===== src/rtl/msg_arbiter_pkg.sv =====
// Shared types and constants for the two-input message arbiter.
// Holds FSM encoding, input indices and message/event type codes.
package msg_arbiter_pkg;

    typedef enum logic {
        IDLE = 1'b0,
        SEND = 1'b1
    } state_e;

    localparam int unsigned IN0 = 0;
    localparam int unsigned IN1 = 1;

    localparam logic [7:0] MSG_TYPE_EVENT = 8'h01;
    localparam logic [7:0] MSG_TYPE_USER  = 8'h02;

    localparam logic [7:0] EVT_TYPE_NONE  = 8'h00;
    localparam logic [7:0] EVT_TYPE_ERROR = 8'h01;
    localparam logic [7:0] EVT_TYPE_INFO  = 8'h02;

endpackage


===== src/rtl/msg_arbiter_rr.sv =====
// Two-way round-robin grant: a lone request wins, a tie goes to
// the input that was not granted last. Purely combinational.
module rr_arbiter2
    import msg_arbiter_pkg::*;
(
    input  logic [1:0] req_i,
    input  logic       last_i,
    output logic [1:0] gnt_o
);

    always_comb begin
        gnt_o = req_i;
        if (req_i[IN0] && req_i[IN1]) begin
            gnt_o = last_i ? 2'b01 : 2'b10;
        end
    end

endmodule


===== src/rtl/msg_arbiter.sv =====
// Merges two single-beat AXI-Stream sources into one registered
// output, alternating between sources when both are waiting.
module msg_arbiter
    import msg_arbiter_pkg::*;
#(
    parameter int DATA_WIDTH  = 256,
    parameter int COUNT_WIDTH = 32
) (
    input  logic                   clk,
    input  logic                   resetn,
    input  logic [DATA_WIDTH-1:0]  AXIS_IN0_TDATA,
    input  logic                   AXIS_IN0_TVALID,
    output logic                   AXIS_IN0_TREADY,
    input  logic [DATA_WIDTH-1:0]  AXIS_IN1_TDATA,
    input  logic                   AXIS_IN1_TVALID,
    output logic                   AXIS_IN1_TREADY,
    output logic [DATA_WIDTH-1:0]  AXIS_OUT_TDATA,
    output logic                   AXIS_OUT_TVALID,
    input  logic                   AXIS_OUT_TREADY,
    output logic [COUNT_WIDTH-1:0] count0,
    output logic [COUNT_WIDTH-1:0] count1
);

    state_e                 state_q, state_d;
    logic [DATA_WIDTH-1:0]  data_q, data_d;
    logic                   src_q, src_d;
    logic                   last_q, last_d;
    logic [COUNT_WIDTH-1:0] cnt0_q, cnt0_d;
    logic [COUNT_WIDTH-1:0] cnt1_q, cnt1_d;
    logic [1:0]             req;
    logic [1:0]             gnt;

    // Requests are masked in reset so no grant fires before release.
    assign req = {AXIS_IN1_TVALID, AXIS_IN0_TVALID}
               & {2{resetn && (state_q == IDLE)}};

    rr_arbiter2 u_arb (
        .req_i  (req),
        .last_i (last_q),
        .gnt_o  (gnt)
    );

    assign AXIS_IN0_TREADY = gnt[IN0];
    assign AXIS_IN1_TREADY = gnt[IN1];
    assign AXIS_OUT_TDATA  = data_q;
    assign AXIS_OUT_TVALID = (state_q == SEND);
    assign count0          = cnt0_q;
    assign count1          = cnt1_q;

    always_comb begin
        state_d = state_q;
        data_d  = data_q;
        src_d   = src_q;
        last_d  = last_q;
        cnt0_d  = cnt0_q;
        cnt1_d  = cnt1_q;
        case (state_q)
            IDLE: begin
                if (|gnt) begin
                    data_d  = gnt[IN1] ? AXIS_IN1_TDATA
                                       : AXIS_IN0_TDATA;
                    src_d   = gnt[IN1];
                    state_d = SEND;
                end
            end
            SEND: begin
                if (AXIS_OUT_TREADY) begin
                    state_d = IDLE;
                    last_d  = src_q;
                    if (src_q) begin
                        cnt1_d = cnt1_q + COUNT_WIDTH'(1);
                    end else begin
                        cnt0_d = cnt0_q + COUNT_WIDTH'(1);
                    end
                end
            end
            default: state_d = IDLE;
        endcase
    end

    always_ff @(posedge clk or negedge resetn) begin
        if (!resetn) begin
            state_q <= IDLE;
            data_q  <= '0;
            src_q   <= 1'b0;
            last_q  <= 1'b1;
            cnt0_q  <= '0;
            cnt1_q  <= '0;
        end else begin
            state_q <= state_d;
            data_q  <= data_d;
            src_q   <= src_d;
            last_q  <= last_d;
            cnt0_q  <= cnt0_d;
            cnt1_q  <= cnt1_d;
        end
    end

endmodule


===== config.mk =====
export PLATFORM = sky130hd
export DESIGN_NAME = msg_arbiter
export DESIGN_NICKNAME = d
export VERILOG_FILES = /design/src/rtl/msg_arbiter_pkg.sv /design/src/rtl/msg_arbiter_rr.sv /design/src/rtl/msg_arbiter.sv
export SDC_FILE = /design/constraint.sdc
export NUM_CORES = 1
export LEC_CHECK = 0
export ABC_AREA = 1
export CORE_AREA = 2 2 326 328
export DETAILED_ROUTE_END_ITERATION = 16
export DIE_AREA = 0 0 328 330
export PLACE_DENSITY = 0.35
export SKIP_LAST_GASP = 1
export SLEW_MARGIN = 20
export SYNTH_ARGS = -nofsm -noshare
export SYNTH_HDL_FRONTEND = slang
export SYNTH_SLANG_ARGS = --single-unit

===== constraint.sdc =====
create_clock -name clk -period 1.9 [get_ports clk]
set_input_delay 0.475 -clock clk [delete_from_list [all_inputs] [get_ports clk]]
set_output_delay 0.475 -clock clk [all_outputs]
set_load 0.1 [all_outputs]

== Word-level counts from Yosys, hierarchy flattened ==
Cells that the tools add are included.
Storage, ports and cells
  bits in registers: 323
  input bits: 517
  output and inout port bits: 323
  logic and storage cells: 24
Operators by class
  $add $sub $neg: 2
  multiplexer cells: 6
  bitwise gates (word level): 3
  reduce and logical (&&, ||, !) cells: 7
Operators with widths (count)
  $mux W256: 1
  $add A32 B1 Y32 const B: 2
  $reduce_and A3 Y1: 2
  $mux W2: 2
  $reduce_and A2 Y1: 2
  $and A2 B2 Y2: 1
  $logic_and A1 B1 Y1: 2
  $mux W1: 2
  $not A1 Y1: 2
  $pmux W1 S2: 1
  $reduce_or A2 Y1: 1

== Logic depth before layout (Yosys ltp) ==
Gate-level depths: netlist (run 1).
  word-level depth: 8
  gate-level depth with buffers: 11
  gate-level depth less buffers: 10

== Cells and area by module ==
From an unflattened synthesis (run 1), not the netlist that was laid out.
Second synthesis, totals
  cell total of the unflattened synthesis: 2101
  area, all modules: 16060.4 µm²
By module, submodules not included
  msg_arbiter: times used 1, cells each 2096, area an instance 16039.1 µm², sequential area each 8084.0 µm²
  rr_arbiter2: times used 1, cells each 5, area an instance 21.3 µm², sequential area each 0.0 µm²

== Worst setup path before layout (run 1) ==
No wires, ideal clock.
  path type: register to output
  start point: reg state_q, in the netlist AXIS_OUT_TVALID
  end point: out AXIS_IN0_TREADY
  arrival: 2.819 ns
  required time: 1.425 ns
  setup slack: -1.394 ns
  cell stages (with the launch flop): 5
  path buffers: 1
  path through: dfrtp_1 nor2_1 nand2_1 clkbuf_1 a21oi_1
On the way
  cells in the longest elaborated chain, start to end: 5
RTL lines
  from (decl): RTL line msg_arbiter.sv:24  | state_e state_q, state_d;
  from (signal assigned): RTL line msg_arbiter.sv:90  | state_q <= state_d;
  $not A1 Y1 (no line) (*)
  $logic_and A1 B1 Y1 (*): RTL line msg_arbiter.sv:35  | & {2{resetn && (state_q == IDLE)}};
  $and A2 B2 Y2 (*): RTL line msg_arbiter.sv:35
  $logic_and A1 B1 Y1: RTL line msg_arbiter_rr.sv:13  | if (req_i[IN0] && req_i[IN1]) begin
  $mux W2 (*): RTL line msg_arbiter_rr.sv:13
  to (decl): RTL line msg_arbiter.sv:13  | output logic AXIS_IN0_TREADY,
Every way passes the cells marked *; elsewhere a longest branch is shown, timed or not.

== Final worst setup path (run 1) ==
Ends and elaborated chain as after synthesis.

==> results of run 1 <==
==> area by class of cell <==
cell class | count | area, um2 | area share, %
Antenna cell | 2 | 5.00 | 0.0153
Clock buffer | 74 | 1410 | 4.29
Clock inverter | 10 | 104 | 0.317
Inverter | 48 | 188 | 0.572
Multi-Input combinational cell | 1862 | 7780 | 23.7
Sequential cell | 323 | 8130 | 24.8
Tap cell | 1391 | 1740 | 5.30
Timing Repair Buffer | 989 | 13500 | 41.0
==> cells by family (layout without fill, tap and decap cells) <==
group | after synthesis | count (layout) | share of synthesized area (%)
compound gates | 8 | 8 | 0.325
xor+xnor | 43 | 43 | 2.27
fa+ha+maj | 2 | 2 | 0.151
buf+inv | 188 | 1121 | 4.75
flops | 323 | 323 | 48.8
other cells | 0 | 2 | 0
simple gates | 1809 | 1809 | 43.7
==> final timing paths <==
path	from	end	slack, ps
min in group clk	AXIS_IN1_TDATA[85]	AXIS_OUT_TDATA[85]$_DFFE_PN0P_	520
hold reg to reg	count1[3]$_DFFE_PN0P_	count1[3]$_DFFE_PN0P_	530
max in group asynchronous	resetn	count0[2]$_DFFE_PN0P_	520
setup reg to reg	AXIS_OUT_TVALID$_DFF_PN0_	AXIS_OUT_TDATA[228]$_DFFE_PN0P_	-330
hold / removal	resetn	AXIS_OUT_TDATA[224]$_DFFE_PN0P_	40
setup / recovery	AXIS_OUT_TVALID$_DFF_PN0_	AXIS_IN0_TREADY	-380
==> state kept, by name, indices dropped and copies added (netlist names) <==
| name | cells |
|---|---|
| src_q | 1 |
| count0 | 32 |
| AXIS_OUT_TDATA | 256 |
| AXIS_OUT_TVALID | 1 |
| last_q | 1 |
| count1 | 32 |
==> cell usage in the layout (no fill, tap or decap), drive strengths merged, types with 3 or more instances in the layout <==
cell type,count
inv,49
nor2,70
xor2,21
buf,470
clkinv,7
xnor2,22
dfrtp,322
clkdlybuf4s50,515
nand4,21
o21bai,4
nand3b,3
nand3,285
nand2,1418
bufbuf,4
clkbuf,74
nor3,9
==> what timing repair did <==
action,in CTS,in global routing
pin swaps,1,0
resized for setup,12,13
setup buffers,7,2
cloned,4,0
setup endpoints to repair,241,264
==> through the flow <==
step                power [mW]  area [um2]
floorplan                 35.5       16700
global placement          54.8       31000
detailed placement        54.7       31000
CTS                       64.1       32800
global route              65.7       32800
finish                    63.1       32800
==> power by group <==
part           leakage, nW  internal [mW]  total (mW)  switching, mW
registers             4.01           9.61        12.8           3.20
clock network        0.749           5.31        8.76           3.45
logic                 11.0           14.2        41.5           27.3
total                 15.8           29.1        63.1           34.0
==> layer usage <==
layer / track usage (%) / vias to the layer above / part of all wire [%]
met5: 0 / - / 0.040
met4: 5.12 / 6 / 2.9
met3: 4.77 / 123 / 7.2
met2: 30.5 / 621 / 50
met1: 19.6 / 8649 / 39
li1: - / 9195 / -
==> worst reg2reg max path, stage by stage, from the launching register on <==
cell	delay, ps
dfrtp_4	490
nor2_4	120
nand2_4	70
a21oi_4	210
buf_4	150
buf_4	100
buf_8	140
inv_8	60
buf_12	160
bufbuf_16	360
nand2_1	100
nand2_1	60
nand2_1	60
nand2_1	40
==> impl_metrics.yaml, run 1 <==
outcome:
  outcome: "complete, but fails checks"
  violations: "negative setup slack"
timing:
  hold_ws_ps: 39.5
  fin_crit_sh_pct: 120
  hold_viol_final: 0
  maxSlewViolCount: 0
  skew_ps: 14.7
  setup_violations: 257
  setup_ws_ps: -379
  fmax_mhz: 439
  rsz0062_at_grt: "yes"
  tightest_slew_ps: 862
  finalSetupTns_ps: -45930
  relSlewSlack_pct: 42.6
  finalCriticalPeriod_ps: 2280
floorplan:
  fp.dieH_um: 330
  dieArea_um2: 108000
  row_count: 119
  start_util_pct: 15.8
  core_area_um2: 105000
  io_pins: 840
  die_width_um: 328
power_and_ir_drop:
  power_density_nw_per_um2: 1920
  leakagePower_nw: 15.8
  ir_worst_vdd_mv: 1.20
worst_setup_path:
  path_buf_inv: 3
  critPathKind: "reg -> out"
  cp.depth: 6
  path_cells: "nor2_4 > buf_4 > buf_6 > nand2_8 > a21oi_4 > buf_12"
  critical-path-max-stage-delay_ps: 490
  cp_max_fo: 2
  startpoint_type: "register"
  slowest_stage: "dfrtp_4"
  cp_top_family: "flip-flops"
  cp_data_arrival_time_ps: 1800
  r2r_cells: 13
  worst_setup_path_end_kind: "output port"
  crit_required_ps: 1420
drt:
  wl_um: 94500
  drc: 0
  drt_iter0_markers: 868
  drtAntennaViolNets: 0
  wl_per_cell_um: 20.1
  dr_total_vias: 18594
  drt_pass1_iterations: 5
  viasPerCell: 3.96
yosys:
  netlist_instances: 2373
  synth_ff_type: "dfrtp_1"
  ys_ff_latch: 323
  yosysTopAreaCellShare_pct: 48.6
  syn_area_per_cell_um2: 6.98
  ys_types: 25
  synthTopCellsByCount: "1417 x nand2_1, 322 x dfrtp_1, 285 x nand3_1"
  synth-async-reset-ratio_pct: 100
  synth_top_cells_by_area: "dfrtp_1 49%, nand2_1 32%, nand3_1 8.6%"
  synth_area_um2: 16600
  synth_edf_count: 0
  synth.most_common_cell: "nand2_1"
  synthesis.nets: 2892
  yosysTopAreaCell: "dfrtp_1"
  yosys_warnings: 0
  ys_seq_area_share_pct: 48.8
cts:
  clock_tree.buffer_depth: 3
  cts_buffers: 46
  cts_max_level: 2
  ctsHoldBuffers: 0
  cts-root-buf: "clkbuf_16"
  clock_latency_ps: 580
  cts_tree: "built"
  cts_num_sinks: 323
  clk_pin_slew_ps: 60
final_layout:
  syn_to_final_growth_pct: 98.0
  finalNetCount: 3789
  layout.cells.non_filler: 4699
  fillers: 11143
  drive_gt1_share_pct: 18.1
  final_core_util_pct: 31.3
placement:
  pre_cts_ws_ps: -556
  gp_congestion: 0.853
  dp_hpwl_um: 73200
  post-place-cells: 4601
  portBuffers: 839
global_routing:
  grt.overflow.total: 0
  grt_first_pass_wirelength_um: 137000
  grt_max_degree: 127
  track_usage_pct: 17.0
  antenna_found_initial: 6
  grt_pass1_vias: 19702
flow_run:
  drv_cap: 0
min_path:
  min_path_type: "in -> async"
Note: power is estimated with default switching activity, not from simulation.
==> run 2, diff against run 1 <==
--- a/config.mk
+++ b/config.mk
@@ -6,12 +6,15 @@
 export NUM_CORES = 1
 export LEC_CHECK = 0
 export ABC_AREA = 1
-export CORE_AREA = 2 2 326 328
+export CAP_MARGIN = 20
+export CORE_AREA = 2 2 325 327
 export DETAILED_ROUTE_END_ITERATION = 16
-export DIE_AREA = 0 0 328 330
-export PLACE_DENSITY = 0.35
+export DIE_AREA = 0 0 327 329
+export PLACE_DENSITY = 0.34
 export SKIP_LAST_GASP = 1
 export SLEW_MARGIN = 20
 export SYNTH_ARGS = -nofsm -noshare
 export SYNTH_HDL_FRONTEND = slang
+export SYNTH_HIERARCHICAL = 1
 export SYNTH_SLANG_ARGS = --single-unit
+export TNS_END_PERCENT = 5
==> run 2 against run 1 <==
Against the previous run:
- the flow still finishes with violations (negative setup slack)
- fmax decreased by 4.7%
- first-iteration DRC count decreased by 4.1%
- register-to-register slack worse by 140 ps
- via count shrank 10%
- sequential power about the same
- final area is 2.8% lower
- global-route usage shrank 2.4 points
- critical path type unchanged
- largest power group unchanged
==> impl_metrics.yaml, run 2 <==
floorplan:
  row_count: 119
  fp.dieH_um: 329
  die_width_um: 327
  dieArea_um2: 108000
  io_pins: 840
  start_util_pct: 15.4
  core_area_um2: 104000
power_and_ir_drop:
  p_sw_share_pct: 53.6
  internal-power_mw: 29.0
  leakagePower_nw: 14.3
  power_frac_seq_pct: 20.5
  combPwrFrac_pct: 66.0
  ir_worst_vdd_mv: 0.927
  power_density_nw_per_um2: 1960
  p_total_mw: 62.4
  p_switching_mw: 33.4
  p_clk_share_pct: 13.5
final_layout:
  fin_area_um2: 31900
  drive_gt1_share_pct: 18.6
  layout_commonest_cell: "nand2_1"
  final_core_util_pct: 30.6
  mostFrequentLayoutCells: "651 x nand2_1, 515 x clkdlybuf4s50_1, 340 x buf_12"
  largest_register_ffs: 256
  syn_to_final_growth_pct: 98.6
  fillers: 10934
  layout.cells.non_filler: 4460
  finalNetCount: 3550
drt:
  drtAntennaViolNets: 0
  wl_per_cell_um: 18.4
  drt_iter0_markers: 832
  wl_um: 81900
  drc: 0
  drt_pass1_iterations: 5
  viasPerCell: 3.75
  dr_total_vias: 16715
yosys:
  synth-async-reset-ratio_pct: 100
  synth_ff_type: "dfrtp_1"
  synth_top_cells_by_area: "dfrtp_1 50%, nand2_1 15%, o21ai_0 13%"
  synth.most_common_cell: "nand2_1"
  netlist_instances: 2101
  yosys_warnings: 6
  syn_area_per_cell_um2: 7.64
  ys_types: 29
  yosysTopAreaCellShare_pct: 50.2
  ys_seq_area_share_pct: 50.3
  synthTopCellsByCount: "652 x nand2_1, 423 x o21ai_0, 322 x dfrtp_1"
  ys_ff_latch: 323
  synth_edf_count: 0
  yosysTopAreaCell: "dfrtp_1"
  synthesis.nets: 2620
  synth_area_um2: 16100
worst_setup_path:
  ff2ff_setup_slack_ps: -470
  critPathKind: "reg -> out"
  startpoint_type: "register"
  cp_data_arrival_time_ps: 1920
  crit_required_ps: 1420
  cp_max_fo: 3
  worst_setup_path_end_kind: "output port"
timing:
  relSlewSlack_pct: 39.2
  hold_viol_final: 0
  fin_crit_sh_pct: 126
  rsz0062_at_grt: "yes"
  finalCriticalPeriod_ps: 2390
  hold_ws_ps: 506
  finalSetupTns_ps: -70980
  setup_violations: 310
  setup_ws_ps: -491
  tightest_slew_ps: 912
  fmax_mhz: 418
  maxSlewViolCount: 0
  skew_ps: 32.5
cts:
  cts_buffers: 46
  cts-root-buf: "clkbuf_16"
  clk_pin_slew_ps: 50
  clock_tree.buffer_depth: 3
  cts_max_level: 2
  cts_num_sinks: 323
  clock_latency_ps: 610
  cts_tree: "built"
placement:
  gp_congestion: 0.896
  portBuffers: 839
  dp_hpwl_um: 66200
  post-place-cells: 4359
  pre_cts_ws_ps: -727
  placed_area_um2: 30100
global_routing:
  antenna_found_initial: 8
  grt_max_degree: 128
  grt.overflow.total: 0
  grt_pass1_vias: 17058
  grt_first_pass_wirelength_um: 116000
  track_usage_pct: 14.7
outcome:
  violations: "negative setup slack"
  outcome: "complete, but fails checks"
min_path:
  min_path_type: "reg -> reg"
flow_run:
  drv_cap: 0
run 2: cell type report:
type | instances | area [um2] | area share (%)
antenna | 3 | 7.51 | 0.0235
sequential | 323 | 8090 | 25.4
timing repair buffer | 997 | 13200 | 41.5
multi-input combinational | 1358 | 6210 | 19.5
tap | 1391 | 1740 | 5.46
inverter | 305 | 1150 | 3.60
clock inverter | 10 | 128 | 0.400
clock buffer | 73 | 1320 | 4.15
run 2: cell families (layout without fill, tap and decap cells):
group	after synthesis	after routing	synth area share, %
AO/OA/AOI/OAI	521	521	16.4
XOR/XNOR	41	41	2.24
adder cells (fa/ha/maj)	2	2	0.156
buffers and inverters	420	1385	11.2
flip-flops	323	323	50.3
other	0	3	0
AND/OR/NAND/NOR	794	794	19.7
run 2: path summary, 6_finish.rpt:
check	from	depth (start not counted)	endpoint
setup / recovery	AXIS_OUT_TVALID$_DFF_PN0_	7	AXIS_IN1_TREADY
hold / removal	last_q$_DFFE_PN1N_	2	last_q$_DFFE_PN1N_
setup reg to reg	AXIS_OUT_TVALID$_DFF_PN0_	11	AXIS_OUT_TDATA[150]$_DFFE_PN0P_
hold reg to reg	last_q$_DFFE_PN1N_	2	last_q$_DFFE_PN1N_
max in group asynchronous	resetn	4	AXIS_OUT_TDATA[62]$_DFFE_PN0P_
min in group asynchronous	resetn	3	AXIS_OUT_TDATA[253]$_DFFE_PN0P_
run 2: power by group through the flow:
stage,sequential [mW],combinational (mW),clock [mW]
after floorplan,30.8,5.24,0
after global placement,12.8,41.2,0
after detailed placement,12.9,41.2,0
after CTS,12.8,41.6,8.87
after global routing,13.2,42.8,9.14
final,12.8,41.2,8.42
run 2: repair_timing:
action,CTS,global route
cloned,4,1
resized for setup,14,3
hold buffers,1,0
pin swaps,2,1
setup endpoints to repair,256,429
buffers inserted,7,2
hold endpoints to repair,63,0
run 2: routing by layer:
layer / vias to the layer above / GRT usage [%] / part of all wire, %
met3: 110 / 4.37 / 7.2
met2: 523 / 26.5 / 52
li1: 8451 / - / -
met5: - / 0 / 0.048
met1: 7625 / 16.2 / 38
met4: 6 / 5.34 / 3.2
run 2: critical path, cell delays in order (launching register included):
cell     delay (ps)
dfrtp_4         490
inv_4            70
and3_4          170
inv_2            50
a21oi_4         150
buf_12          120
buf_6            90
buf_12          160
